**src/rtl/mod_updown_counter.sv**
```systemverilog
// Parametrised modulo-MOD up/down counter with wrap or saturate behaviour,
// a registered carry/borrow pulse, a sticky limit-hit flag and a
// combinational terminal-count output for cascading stages.
module mod_updown_counter #(
    parameter int unsigned     WIDTH = 4,
    parameter longint unsigned MOD   = 16
) (
    input  logic             clk,
    input  logic             rst,
    input  logic             en,
    input  logic             up,
    input  logic             sat,
    input  logic             clr,
    input  logic             load,
    input  logic [WIDTH-1:0] load_val,
    output logic [WIDTH-1:0] q,
    output logic             tc,
    output logic             co,
    output logic             ovf
);

    // Limits are held one bit wider than q so MOD = 2^WIDTH is representable.
    localparam logic [WIDTH:0]   MOD_X  = MOD[WIDTH:0];
    localparam logic [WIDTH:0]   ONE_X  = (WIDTH + 1)'(1);
    localparam logic [WIDTH:0]   LAST_X = MOD_X - ONE_X;
    localparam logic [WIDTH-1:0] LAST   = LAST_X[WIDTH-1:0];

    logic [WIDTH:0] inc_x;
    logic [WIDTH:0] dec_x;
    logic           at_max;
    logic           at_zero;

    // Out-of-range load values are clamped to the top of the count range.
    function automatic logic [WIDTH-1:0] clamp_load(input logic [WIDTH-1:0] v);
        logic [WIDTH:0] v_x;
        v_x = {1'b0, v};
        return (v_x < MOD_X) ? v : LAST;
    endfunction

    // The increment reaching MOD marks the top limit; a borrow out of the
    // extra bit on decrement marks the bottom limit.
    assign inc_x   = {1'b0, q} + ONE_X;
    assign dec_x   = {1'b0, q} - ONE_X;
    assign at_max  = (inc_x == MOD_X);
    assign at_zero = dec_x[WIDTH];

    assign tc = en & (up ? at_max : at_zero);

    // Count state: reset > clear > load > count > hold; co is a one-cycle pulse.
    always_ff @(posedge clk or posedge rst) begin
        if (rst) begin
            q   <= '0;
            co  <= 1'b0;
            ovf <= 1'b0;
        end else if (clr) begin
            q   <= '0;
            co  <= 1'b0;
            ovf <= 1'b0;
        end else if (load) begin
            q  <= clamp_load(load_val);
            co <= 1'b0;
        end else if (en) begin
            if (up) begin
                if (!at_max) begin
                    q  <= inc_x[WIDTH-1:0];
                    co <= 1'b0;
                end else if (sat) begin
                    co  <= 1'b0;
                    ovf <= 1'b1;
                end else begin
                    q  <= '0;
                    co <= 1'b1;
                end
            end else begin
                if (!at_zero) begin
                    q  <= dec_x[WIDTH-1:0];
                    co <= 1'b0;
                end else if (sat) begin
                    co  <= 1'b0;
                    ovf <= 1'b1;
                end else begin
                    q  <= LAST;
                    co <= 1'b1;
                end
            end
        end else begin
            co <= 1'b0;
        end
    end

endmodule
```
**config.mk**
```make
export PLATFORM = sky130hd
export DESIGN_NAME = mod_updown_counter
export DESIGN_NICKNAME = d
export VERILOG_FILES = /design/src/rtl/mod_updown_counter.sv
export SDC_FILE = /design/constraint.sdc
export NUM_CORES = 1
export LEC_CHECK = 0
export ABC_AREA = 1
export CORE_UTILIZATION = 38
export DETAILED_ROUTE_END_ITERATION = 10
export GPL_ROUTABILITY_DRIVEN = 1
export GPL_TIMING_DRIVEN = 0
export PLACE_DENSITY_LB_ADDON = 0.05
export SLEW_MARGIN = 10
export SYNTH_ARGS = -nofsm -noshare
export SYNTH_HDL_FRONTEND = slang
export SYNTH_SLANG_ARGS = --single-unit
```
**constraint.sdc**
```tcl
create_clock -name clk -period 1.4 [get_ports clk]
set_input_delay 0.35 -clock clk [delete_from_list [all_inputs] [get_ports clk]]
set_output_delay 0.35 -clock clk [all_outputs]
set_load 0.05 [all_outputs]
```
==> results of run 1 <==
==> flip-flops by register name, indices dropped and copies added (netlist names) <==
| register | cells |
|---|---|
| co | 1 |
| ovf | 1 |
| q | 4 |
==> layout by cell type (no fill, tap or decap) <==
master,netlist,final
a21oi_1,2,1
a21oi_2,0,1
a22oi_1,2,2
buf_4,0,10
buf_6,1,1
buf_8,0,1
clkbuf_1,0,1
clkbuf_2,0,1
clkbuf_4,0,3
clkdlybuf4s15_2,0,3
clkdlybuf4s50_1,0,6
dfrtp_1,6,2
dfrtp_2,0,4
dlygate4sd2_1,0,2
dlymetal6s2s_1,0,3
ha_1,2,1
ha_4,0,1
inv_1,10,5
inv_2,2,6
inv_4,0,1
nand2_1,28,25
nand2_2,0,3
nand3_1,6,6
nand3_4,0,1
nand4_1,1,1
nand4_4,0,1
nor2_1,10,7
nor2_2,1,2
nor2_4,0,2
nor3_2,1,1
o21ai_0,3,1
o21ai_1,0,2
o22ai_4,0,1
==> worst paths after layout <==
| check | end | slack [ps] | start | depth (start not counted) |
|---|---|---|---|---|
| min | q[0]$_DFFE_PP0P_ | 340 | rst | 2 |
| max in group asynchronous | q[2]$_DFFE_PP0P_ | 840 | rst | 2 |
| max | tc | -420 | q[2]$_DFFE_PP0P_ | 7 |
| min in group clk | ovf$_DFFE_PP0P_ | 410 | sat | 3 |
| max reg2reg | q[3]$_DFFE_PP0P_ | 10 | q[0]$_DFFE_PP0P_ | 9 |
| min reg2reg | ovf$_DFFE_PP0P_ | 490 | ovf$_DFFE_PP0P_ | 2 |
==> cell type report <==
cell class	count	area share (%)
Multi-Input combinational cell	59	41.8
Timing Repair Buffer	26	28.3
Sequential cell	6	18.0
Inverter	12	5.52
Clock buffer	4	3.05
Tap cell	14	2.03
Buffer	1	1.31
==> synth_stat cells <==
cell and n:
nand4_2 1, o22ai_1 1, dfrtp_1 6, o21ai_0 3
nand3_1 6, a21oi_1 2, ha_1 2, nand3_2 1
nand2_1 28, inv_1 10, a22oi_1 2, nor2_2 1
inv_2 2, nor2_1 10, buf_6 1, nand4_1 1
nor3_2 1
==> metal layers <==
metal / global-route usage, % / up-vias / part of all wire (%)
met4: 17.0 / 0 / 4.9
li1: - / 306 / -
met5: 0 / - / 0
met1: 24.9 / 301 / 36
met3: 6.40 / 15 / 7.6
met2: 44.1 / 43 / 52
==> cells by family (layout without fill, tap and decap cells) <==
logic type      count (synthesis)  after routing  share of synthesized area, %
simple gates                   49             49                          43.9
fa+ha+maj                       2              2                          5.05
compound gates                  8              8                          9.34
buf+inv                        13             43                          11.4
flops                           6              6                          30.3
==> worst max-delay path: stages (launching register included) <==
cell and delay, ps:
dfrtp_2 400, buf_6 130, nor2_4 130, nand2_2 90
o22ai_4 160, inv_2 70, nor2_4 90, buf_8 150
==> where the power goes <==
part           internal, uW  total, uW  switching, uW
Sequential              191        215           23.9
Combinational           153        366            213
Clock                   109        184           75.3
Total                   453        765            312
==> stage by stage <==
stage	TNS, ps	utilization (%)	area, um^2
floorplan	-332	-	537
global placement	-3100	62.7	724
detailed placement	-3240	62.7	724
CTS	-751	70.0	810
global route	-821	74.6	862
finish	-627	74.6	862
==> what timing repair did <==
item,4_1_cts,5_1_grt
endpoints found under the setup margin,11,7
pin swaps,6,6
gates resized for setup,25,19
buffers inserted,8,1
==> metrics.md, run 1 <==
| Metric | Value |
|---|---|
| Outcome | `finished, violations left` |
| Failing checks | `negative setup slack` |
| Setup ws final | `-415 ps` |
| Largest net degree at the start of global routing | `8` |
| Detail Route Antenna Nets | `0` |
| Sequential cell area | `around 160 um^2` |
| RSZ-0062 raised after global routing | `true` |
| Drt total wl | `1680 um` |
| First-pass GRT wire length | `about 2500 um` |
| Clock Sinks | `6` |
| Worst-case vdd ir drop | `0.445 mV` |
| Fin cells | `between 100 and 150` |
| Hold WS | `roughly 340 ps` |
| Port Buf Inserts | `17` |
| Endpoints failing setup | `2` |
| Pre-antenna DRT Iters | `5` |
| Power Total | `around 770 uW` |
| DP Cell Count | `between 100 and 150` |
| Clk_lat worst skew | `roughly 260 ps` |
| Synth top area share | `a little under a third` |
| Antenna violations before repair | `0` |
| Die area | `roughly 1500 um^2` |
| Endpoints failing hold | `0` |
| WL/cell | `13.7 um` |
| Hold-fix buffers, CTS | `0` |
| Most area-hungry cell type in the Yosys netlist | `dfrtp_1` |
| Final period util | `130%` |
| H-Tree Depth | `1` |
| Synth top area cells | `dfrtp_1 (30%), nand2_1 (21%), inv_1 (7.6%), nor2_1 (7.6%), nand3_1 (6.1%)` |
| Crit Path Max Fanout | `4` |
| Critical path endpoint category | `output pin` |
| Post-Syn Area | `roughly 500 um^2` |
| Unique masters post-synth | `17` |
| CTS buffer count | `3` |
| Register area share after synthesis | `a little under a third` |
| Core Footprint | `about 1200 um^2` |
| P&R area growth vs syn | `74.0%` |
| Std-Cell Rows | `12` |
| Area of the multi-input gates | `about 360 um^2` |
| Yosys warns | `0` |
| Hold Crit Class | `primary input to asynchronous set/reset pin` |
| Leak | `between 0.0004 and 0.0005 uW` |
| Cell Pwr Density | `between 800 and 900 nW/um^2` |
| Critical Path RT | `about 1100 ps` |
| Max Cap Violations | `0` |
| DP HPWL | `between 1000 and 1500 um` |
| CTS root buf | `clkbuf_4` |
| Final Skew | `roughly 7.0 ps` |
| Fill cell count | `between 90 and 100` |
| DR DRC count | `0` |
| Achievable Freq | `around 0.55 GHz` |
| Routed vias | `665` |
| Kind of critical path | `register to output pin` |
| Diode count | `0` |
| Post-Synthesis Cells | `78` |
| Nets | `between 100 and 150` |
| Nature of the critical path startpoint | `register` |
| Vias in the first global route | `628` |
| Place WS | `-1150 ps` |
| CP arrival | `between 1000 and 1500 ps` |
| Final Max Slew Viols | `0` |
| Starting density of the core | `a little over two fifths` |
| Measured slew at the worst slew-check pin | `483 ps` |
| CTS Buffer Depth | `2` |
| Yosys reg bits | `6` |
| Overflow after GRT | `0` |
| Max_slew headroom | `between 60% and 70%` |
| Vias per cell | `5.45` |
| Die Ht | `around 38 um` |
| Clock slew seen by the registers of the worst setup and hold paths | `about 50 ps` |
| Synthesized area per cell | `~6.4 um^2` |
| CTS tree | `yes` |
| Layout cells sized above 1 | `approximately 40%` |
| Die width | `38.1 um` |
| GPL Wtd Cong | `slightly below 0.8` |
| IO Pins | `18` |
| Minimum clock period | `around 1800 ps` |
| GRT Overall Usage | `24.8%` |
| Syn Nets | `91` |
| Initial drt markers | `20` |
Note: power is estimated with default switching activity, not from simulation.
==> run 2: changes to the inputs <==
--- a/config.mk
+++ b/config.mk
@@ -6,6 +6,7 @@
 export NUM_CORES = 1
 export LEC_CHECK = 0
 export ABC_AREA = 1
+export CORE_MARGIN = 4
 export CORE_UTILIZATION = 38
 export DETAILED_ROUTE_END_ITERATION = 10
 export GPL_ROUTABILITY_DRIVEN = 1
==> run 2 against run 1 <==
  * The run still ends with negative setup slack left
  * Sequential cell count is the same
  * First-iteration DRC count is 25% lower
  * Worst setup slack improved by 3.2 ps
  * Global-route usage down 7.5 points
  * Register-to-register slack better by 20 ps
  * Critical path depth unchanged
  * Critical endpoint unchanged
  * Largest cell class unchanged
==> metrics.md, run 2 (synthesis gave the netlist of run 1 again) <==
| Metric | Value |
|---|---|
| Outcome | `finished, violations left (unchanged)` |
| Failing checks | `negative setup slack (unchanged)` |
| Final cell area excluding filler cells | `886 um^2 (was 862 um^2)` |
| Area after DPL | `724 um^2 (unchanged)` |
| Minimum clock period | `1810 ps (was 1820 ps)` |
| Initial drt markers | `15 (was 20)` |
| Kind of critical path | `register to output pin (unchanged)` |
| IO Pins | `18 (unchanged)` |
| CTS root buf | `clkbuf_4 (unchanged)` |
| Cell Pwr Density | `863 nW/um^2 (was 887 nW/um^2)` |
| Clock slew seen by the registers of the worst setup and hold paths | `50 ps (about the same)` |
| Nets | `127 (was 122)` |
| Die area | `1950 um^2 (was 1450 um^2)` |
| Antenna violations before repair | `0 (unchanged)` |
| Die Ht | `44.1 um (was 38.1 um)` |
| Port Buf Inserts | `17 (unchanged)` |
| Final Skew | `9.40 ps (was 7.05 ps)` |
| Largest register FFs | `4 (unchanged)` |
| Place WS | `-1170 ps (was -1150 ps)` |
| Most common cell after layout, fill and taps aside | `nand2_1 (unchanged)` |
| Overflow after GRT | `0 (unchanged)` |
| Crit Path Max Fanout | `5 (was 4)` |
| GRT Overall Usage | `17.3% (was 24.8%)` |
| Starting density of the core | `42.3% (was 42.9%)` |
| CTS tree | `yes (unchanged)` |
| H-Tree Depth | `1 (unchanged)` |
| CP arrival | `1460 ps (was 1470 ps)` |
| Hold Crit Class | `primary input to asynchronous set/reset pin (unchanged)` |
| Highest-count cells in the layout ignoring fill and taps | `nand2_1 (27), buf_4 (14), nor2_1 (8), inv_1 (7), clkdlybuf4s50_1 (7) (was nand2_1 (25), buf_4 (10), nor2_1 (7))` |
| Vias per cell | `4.78 (was 5.45)` |
| Clock Sinks | `6 (unchanged)` |
| Critical path endpoint category | `output pin (unchanged)` |
| Max Cap Violations | `0 (unchanged)` |
| Critical Path RT | `1050 ps (about the same)` |
| Largest net degree at the start of global routing | `8 (unchanged)` |
| First-pass GRT wire length | `2410 um (was 2460 um)` |
| CTS buffer count | `3 (unchanged)` |
| WL/cell | `11.6 um (was 13.7 um)` |
| Nature of the critical path startpoint | `register (unchanged)` |
| Setup ws final | `-412 ps (was -415 ps)` |
| Hold WS | `304 ps (was 337 ps)` |
| Hold-fix buffers, CTS | `0 (unchanged)` |
| Final Max Slew Viols | `0 (unchanged)` |
| Measured slew at the worst slew-check pin | `485 ps (was 483 ps)` |
| RSZ-0062 raised after global routing | `true (unchanged)` |
| Diode count | `0 (unchanged)` |
| Largest reg by FF count | `q (unchanged)` |
| Detail Route Antenna Nets | `0 (unchanged)` |
| Endpoints failing setup | `2 (unchanged)` |
| Drt total wl | `1480 um (was 1680 um)` |
| Routed vias | `607 (was 665)` |
| Endpoints failing hold | `0 (unchanged)` |
| Die width | `44.1 um (was 38.1 um)` |
| DP HPWL | `995 um (was 1020 um)` |
| Final period util | `129% (was 130%)` |
| Leak | `0.000459 uW (was 0.000445 uW)` |
| Vias in the first global route | `592 (was 628)` |
| GPL Wtd Cong | `0.778 (was 0.791)` |
| Pre-antenna DRT Iters | `4 (was 5)` |
| CTS Buffer Depth | `2 (unchanged)` |
| Core Footprint | `1170 um^2 (was 1160 um^2)` |
| P&R area growth vs syn | `78.8% (was 74.0%)` |
| Std-Cell Rows | `12 (unchanged)` |
| Achievable Freq | `0.552 GHz (was 0.551 GHz)` |
| Setup TNS | `-583 ps (was -627 ps)` |
| Clk_lat worst skew | `260 ps (about the same)` |
| Max_slew headroom | `67.8% (was 67.9%)` |
| Leading registers by flop count | `q (4), co (1), ovf (1) (unchanged)` |
| Layout cells sized above 1 | `38.9% (was 39.8%)` |
| Worst-case vdd ir drop | `0.653 mV (was 0.445 mV)` |
| DR DRC count | `0 (unchanged)` |
==> run 2: changes by cell type in the layout (fill, tap and decap cells not counted), moves of 2 or more <==
cell     before  now
buf_4        10   14
buf_2         0    2
inv_1         5    7
inv_2         6    4
nand2_1      25   27
nand2_2       3    1
nor2_2        2    0
==> run 2: what timing repair did <==
item,in CTS,in global routing
buffers inserted,12,2
hold endpoints to repair,0,0
endpoints found under the setup margin,10,6
pin swaps,5,3
gates cloned,0,0
resized for setup,30,8
==> run 2: cell type report <==
type / instances / area [um^2]
Timing Repair Buffer: 31 / 277
Buffer: 1 / 11.3
Sequential cell: 6 / 155
Tap cell: 14 / 17.5
Fill cell: 101 / 285
Multi-Input combinational cell: 59 / 352
Clock buffer: 4 / 26.3
Inverter: 12 / 47.5
==> run 2: path summary, 6_finish.rpt <==
check,from,end,slack (ps),depth (start not counted)
min reg2reg,ovf$_DFFE_PP0P_,ovf$_DFFE_PP0P_,490,2
max in group asynchronous,rst,q[2]$_DFFE_PP0P_,880,2
max,q[0]$_DFFE_PP0P_,tc,-410,7
max reg2reg,q[0]$_DFFE_PP0P_,q[2]$_DFFE_PP0P_,30,10
min,rst,q[0]$_DFFE_PP0P_,300,2
min in group clk,ovf$_DFFE_PP0P_,ovf$_DFFE_PP0P_,490,2
==> run 2: power breakdown <==
part           switching (uW)  internal (uW)  leakage [uW]
logic                     200            167      0.000370
registers                23.2            191     0.0000742
clock network            75.1            109     0.0000150
total                     298            466      0.000459
==> run 2: metrics by stage <==
step                      total power, uW  std cells  util [%]
after floorplan                       413         78         -
after global placement                503        109      61.9
after detailed placement              508        109      61.9
after CTS                             745        125      71.8
after global routing                  816        127      75.6
final                                 765        127      75.6
==> run 2: critical path, stage by stage (launching register included) <==
cell	delay (ps)
dfrtp_2	440
inv_4	80
ha_4	140
nand2_2	70
o22ai_4	160
inv_2	70
nor2_4	90
buf_8	150
==> run 2: layer usage <==
layer	track usage, %	vias up	routed length [um]
met4	10.2	0	56
li1	-	319	-
met5	0	-	0
met1	18.7	259	636
met3	7.72	9	104
met2	27.6	20	680
==> run 3: changes to the inputs <==
==> constraint.sdc (replaced) <==
create_clock -name clk -period 1.6 [get_ports clk]
set_input_delay 0.4 -clock clk [delete_from_list [all_inputs] [get_ports clk]]
set_output_delay 0.4 -clock clk [all_outputs]
set_load 0.05 [all_outputs]
==> run 3 against run 2 <==
  * Power down 13%
  * The flow still finishes with violations (negative setup slack)
  * Combinational power down 14%
  * Largest cell class unchanged
  * Die area unchanged
  * Via count up 0.82%
  * Routed wire length down 3.2%
  * Sequential share of layout area up 0.88 points
==> metrics.md, run 3 (synthesis gave the netlist of run 1 again) <==
| Metric | Value |
|---|---|
| DP HPWL | `995 um (unchanged)` |
| Kind of critical path | `register to output pin (unchanged)` |
| DR DRC count | `0 (unchanged)` |
| WL/cell | `11.5 um (was 11.6 um)` |
| Reg2Reg Setup Slack | `220 ps (was 30 ps)` |
| Achievable Freq | `0.540 GHz` |
| Nets | `124 (was 127)` |
| Endpoints failing setup | `3 (was 2)` |
| Buf/Inv on CP | `2 (was 3)` |
| Critical Path RT | `1200 ps (was 1050 ps)` |
| CTS tree | `yes (unchanged)` |
| Endpoints failing hold | `0 (unchanged)` |
| CTS Buffer Depth | `2 (unchanged)` |
| CTS buffer count | `3 (unchanged)` |
| Overflow after GRT | `0 (unchanged)` |
| Largest reg by FF count | `q (unchanged)` |
| Std-Cell Rows | `12 (unchanged)` |
| Final period util | `116%` |
| Slowest cell on crit path | `dfrtp_2 (unchanged)` |
| Area of the multi-input gates | `340 um^2 (was 352 um^2)` |
| Place WS | `-1070 ps (was -1170 ps)` |
| Clock Sinks | `6 (unchanged)` |
| GRT Overall Usage | `16.6% (was 17.3%)` |
| Critical-path cell list | `ha_2 -> nand2_1 -> o22ai_4 -> inv_2 -> nor2_4 -> buf_8 (was inv_4 -> ha_4 -> nand2_2 -> o22ai_4 -> inv_2 -> nor2_4 -> buf_8)` |
| CP arrival | `1450 ps (was 1460 ps)` |
| Max Cap Violations | `0 (unchanged)` |
| Detail Route Antenna Nets | `0 (unchanged)` |
| Largest net degree at the start of global routing | `8 (unchanged)` |
| Pre-antenna DRT Iters | `4 (unchanged)` |
| Highest-count cells in the layout ignoring fill and taps | `nand2_1 (27), buf_4 (11), clkdlybuf4s50_1 (9), nor2_1 (8), inv_1 (7) (was nand2_1 (27), buf_4 (14), nor2_1 (8), inv_1 (7), clkdlybuf4s50_1 (7))` |
| Routed vias | `612 (was 607)` |
| CTS root buf | `clkbuf_4 (unchanged)` |
| Die Ht | `44.1 um (unchanged)` |
| Fill cell count | `104 (was 101)` |
| Initial drt markers | `9 (was 15)` |
| Port Buf Inserts | `17 (unchanged)` |
| Minimum clock period | `1850 ps` |
| Hold Crit Class | `primary input to asynchronous set/reset pin (unchanged)` |
| Worst reg2reg path depth | `10 (unchanged)` |
| GPL Wtd Cong | `0.778 (unchanged)` |
| Vias in the first global route | `567 (was 592)` |
| Critical path endpoint category | `output pin (unchanged)` |
| Diode count | `0 (unchanged)` |
| Worst-case vdd ir drop | `0.567 mV (was 0.653 mV)` |
| Clock slew seen by the registers of the worst setup and hold paths | `50 ps (about the same)` |
| H-Tree Depth | `1 (unchanged)` |
| IO Pins | `18 (unchanged)` |
| Sequential cell area | `155 um^2 (unchanged)` |
| Setup TNS | `-329 ps (was -583 ps)` |
| Drt total wl | `1430 um (was 1480 um)` |
| Outcome | `finished, violations left (unchanged)` |
| Die width | `44.1 um (unchanged)` |
| Core Footprint | `1170 um^2 (unchanged)` |
| Largest register FFs | `4 (unchanged)` |
| Final Max Slew Viols | `0 (unchanged)` |
| Measured slew at the worst slew-check pin | `489 ps (was 485 ps)` |
| Nature of the critical path startpoint | `register (unchanged)` |
| Leak | `0.000440 uW (was 0.000459 uW)` |
| Cell Pwr Density | `787 nW/um^2 (was 863 nW/um^2)` |
| Antenna violations before repair | `0 (unchanged)` |
| Setup ws final | `-251 ps (was -412 ps)` |
| Leading registers by flop count | `q (4), co (1), ovf (1) (unchanged)` |
| Die area | `1950 um^2 (unchanged)` |
| P&R area growth vs syn | `70.2% (was 78.8%)` |
| Vias per cell | `4.94 (was 4.78)` |
| Starting density of the core | `42.3% (unchanged)` |
| Clk_lat worst skew | `260 ps (about the same)` |
| Delay-heaviest family, CP | `flip-flops (unchanged)` |
| First-pass GRT wire length | `2300 um (was 2410 um)` |
| Failing checks | `negative setup slack (unchanged)` |
| Layout cells sized above 1 | `32.7% (was 38.9%)` |
| Most common cell after layout, fill and taps aside | `nand2_1 (unchanged)` |
| Max_slew headroom | `67.6% (was 67.8%)` |
| Crit path largest cell delay | `420 ps (was 440 ps)` |
| Final Skew | `10.6 ps (was 9.40 ps)` |
| RSZ-0062 raised after global routing | `true (unchanged)` |
| Crit Path Max Fanout | `5 (unchanged)` |
| WP depth | `6 (was 7)` |
-- run 3: repair_timing --
action | 4_1_cts | 5_1_grt
resized for setup | 16 | 5
hold buffers | 0 | 0
pin swaps | 4 | 0
endpoints found under the setup margin | 7 | 4
endpoints found under the hold margin | 0 | 0
buffers inserted | 10 | 1
-- run 3: worst paths after layout --
kind,start,end
hold / removal,rst,q[0]$_DFFE_PP0P_
setup / recovery,q[0]$_DFFE_PP0P_,tc
hold reg to reg,ovf$_DFFE_PP0P_,ovf$_DFFE_PP0P_
min in group clk,ovf$_DFFE_PP0P_,ovf$_DFFE_PP0P_
max in group asynchronous,rst,q[2]$_DFFE_PP0P_
setup reg to reg,q[0]$_DFFE_PP0P_,q[2]$_DFFE_PP0P_
-- run 3: routing by layer --
metal	part of all wire (%)	vias up	track usage, %
met1	42	265	18.5
li1	-	313	-
met2	45	23	25.6
met5	0	-	0
met4	4.9	0	10.2
met3	7.8	11	7.72
-- run 3: worst reg2reg max path: stages, from the launching register on --
cell and delay (ps):
dfrtp_2 420, inv_4 50, ha_4 170, buf_4 140, nand2_1 60, nand2_1 70, a21oi_1 130, o21ai_0 100
nand2_1 60, nand2_1 50, nand2_1 50
-- run 3: where the power goes --
group          switching [uW]  internal, uW  total (uW)
registers                20.9           167         188
clock network            64.9          95.1         160
logic                     173           142         315
total                     259           405         663
-- run 3: layout make-up --
type                            instances  area share (%)
Sequential cell                         6            18.4
Multi-Input combinational cell         59            40.4
Timing Repair Buffer                   28            29.1
Tap cell                               14            2.08
Inverter                               12            5.64
Clock buffer                            4            3.12
Buffer                                  1            1.34
-- run 3: metrics by stage --
| step | cell area [um^2] | std cells | hold slack (ps) | power, uW | util [%] |
|---|---|---|---|---|---|
| floorplan | 537 | 78 | 191 | 361 | - |
| global placement | 724 | 109 | 469 | 441 | 61.9 |
| detailed placement | 724 | 109 | 495 | 444 | 61.9 |
| CTS | 822 | 123 | 357 | 648 | 70.2 |
| global route | 843 | 124 | 366 | 706 | 72.0 |
| finish | 843 | 124 | 354 | 663 | 72.0 |
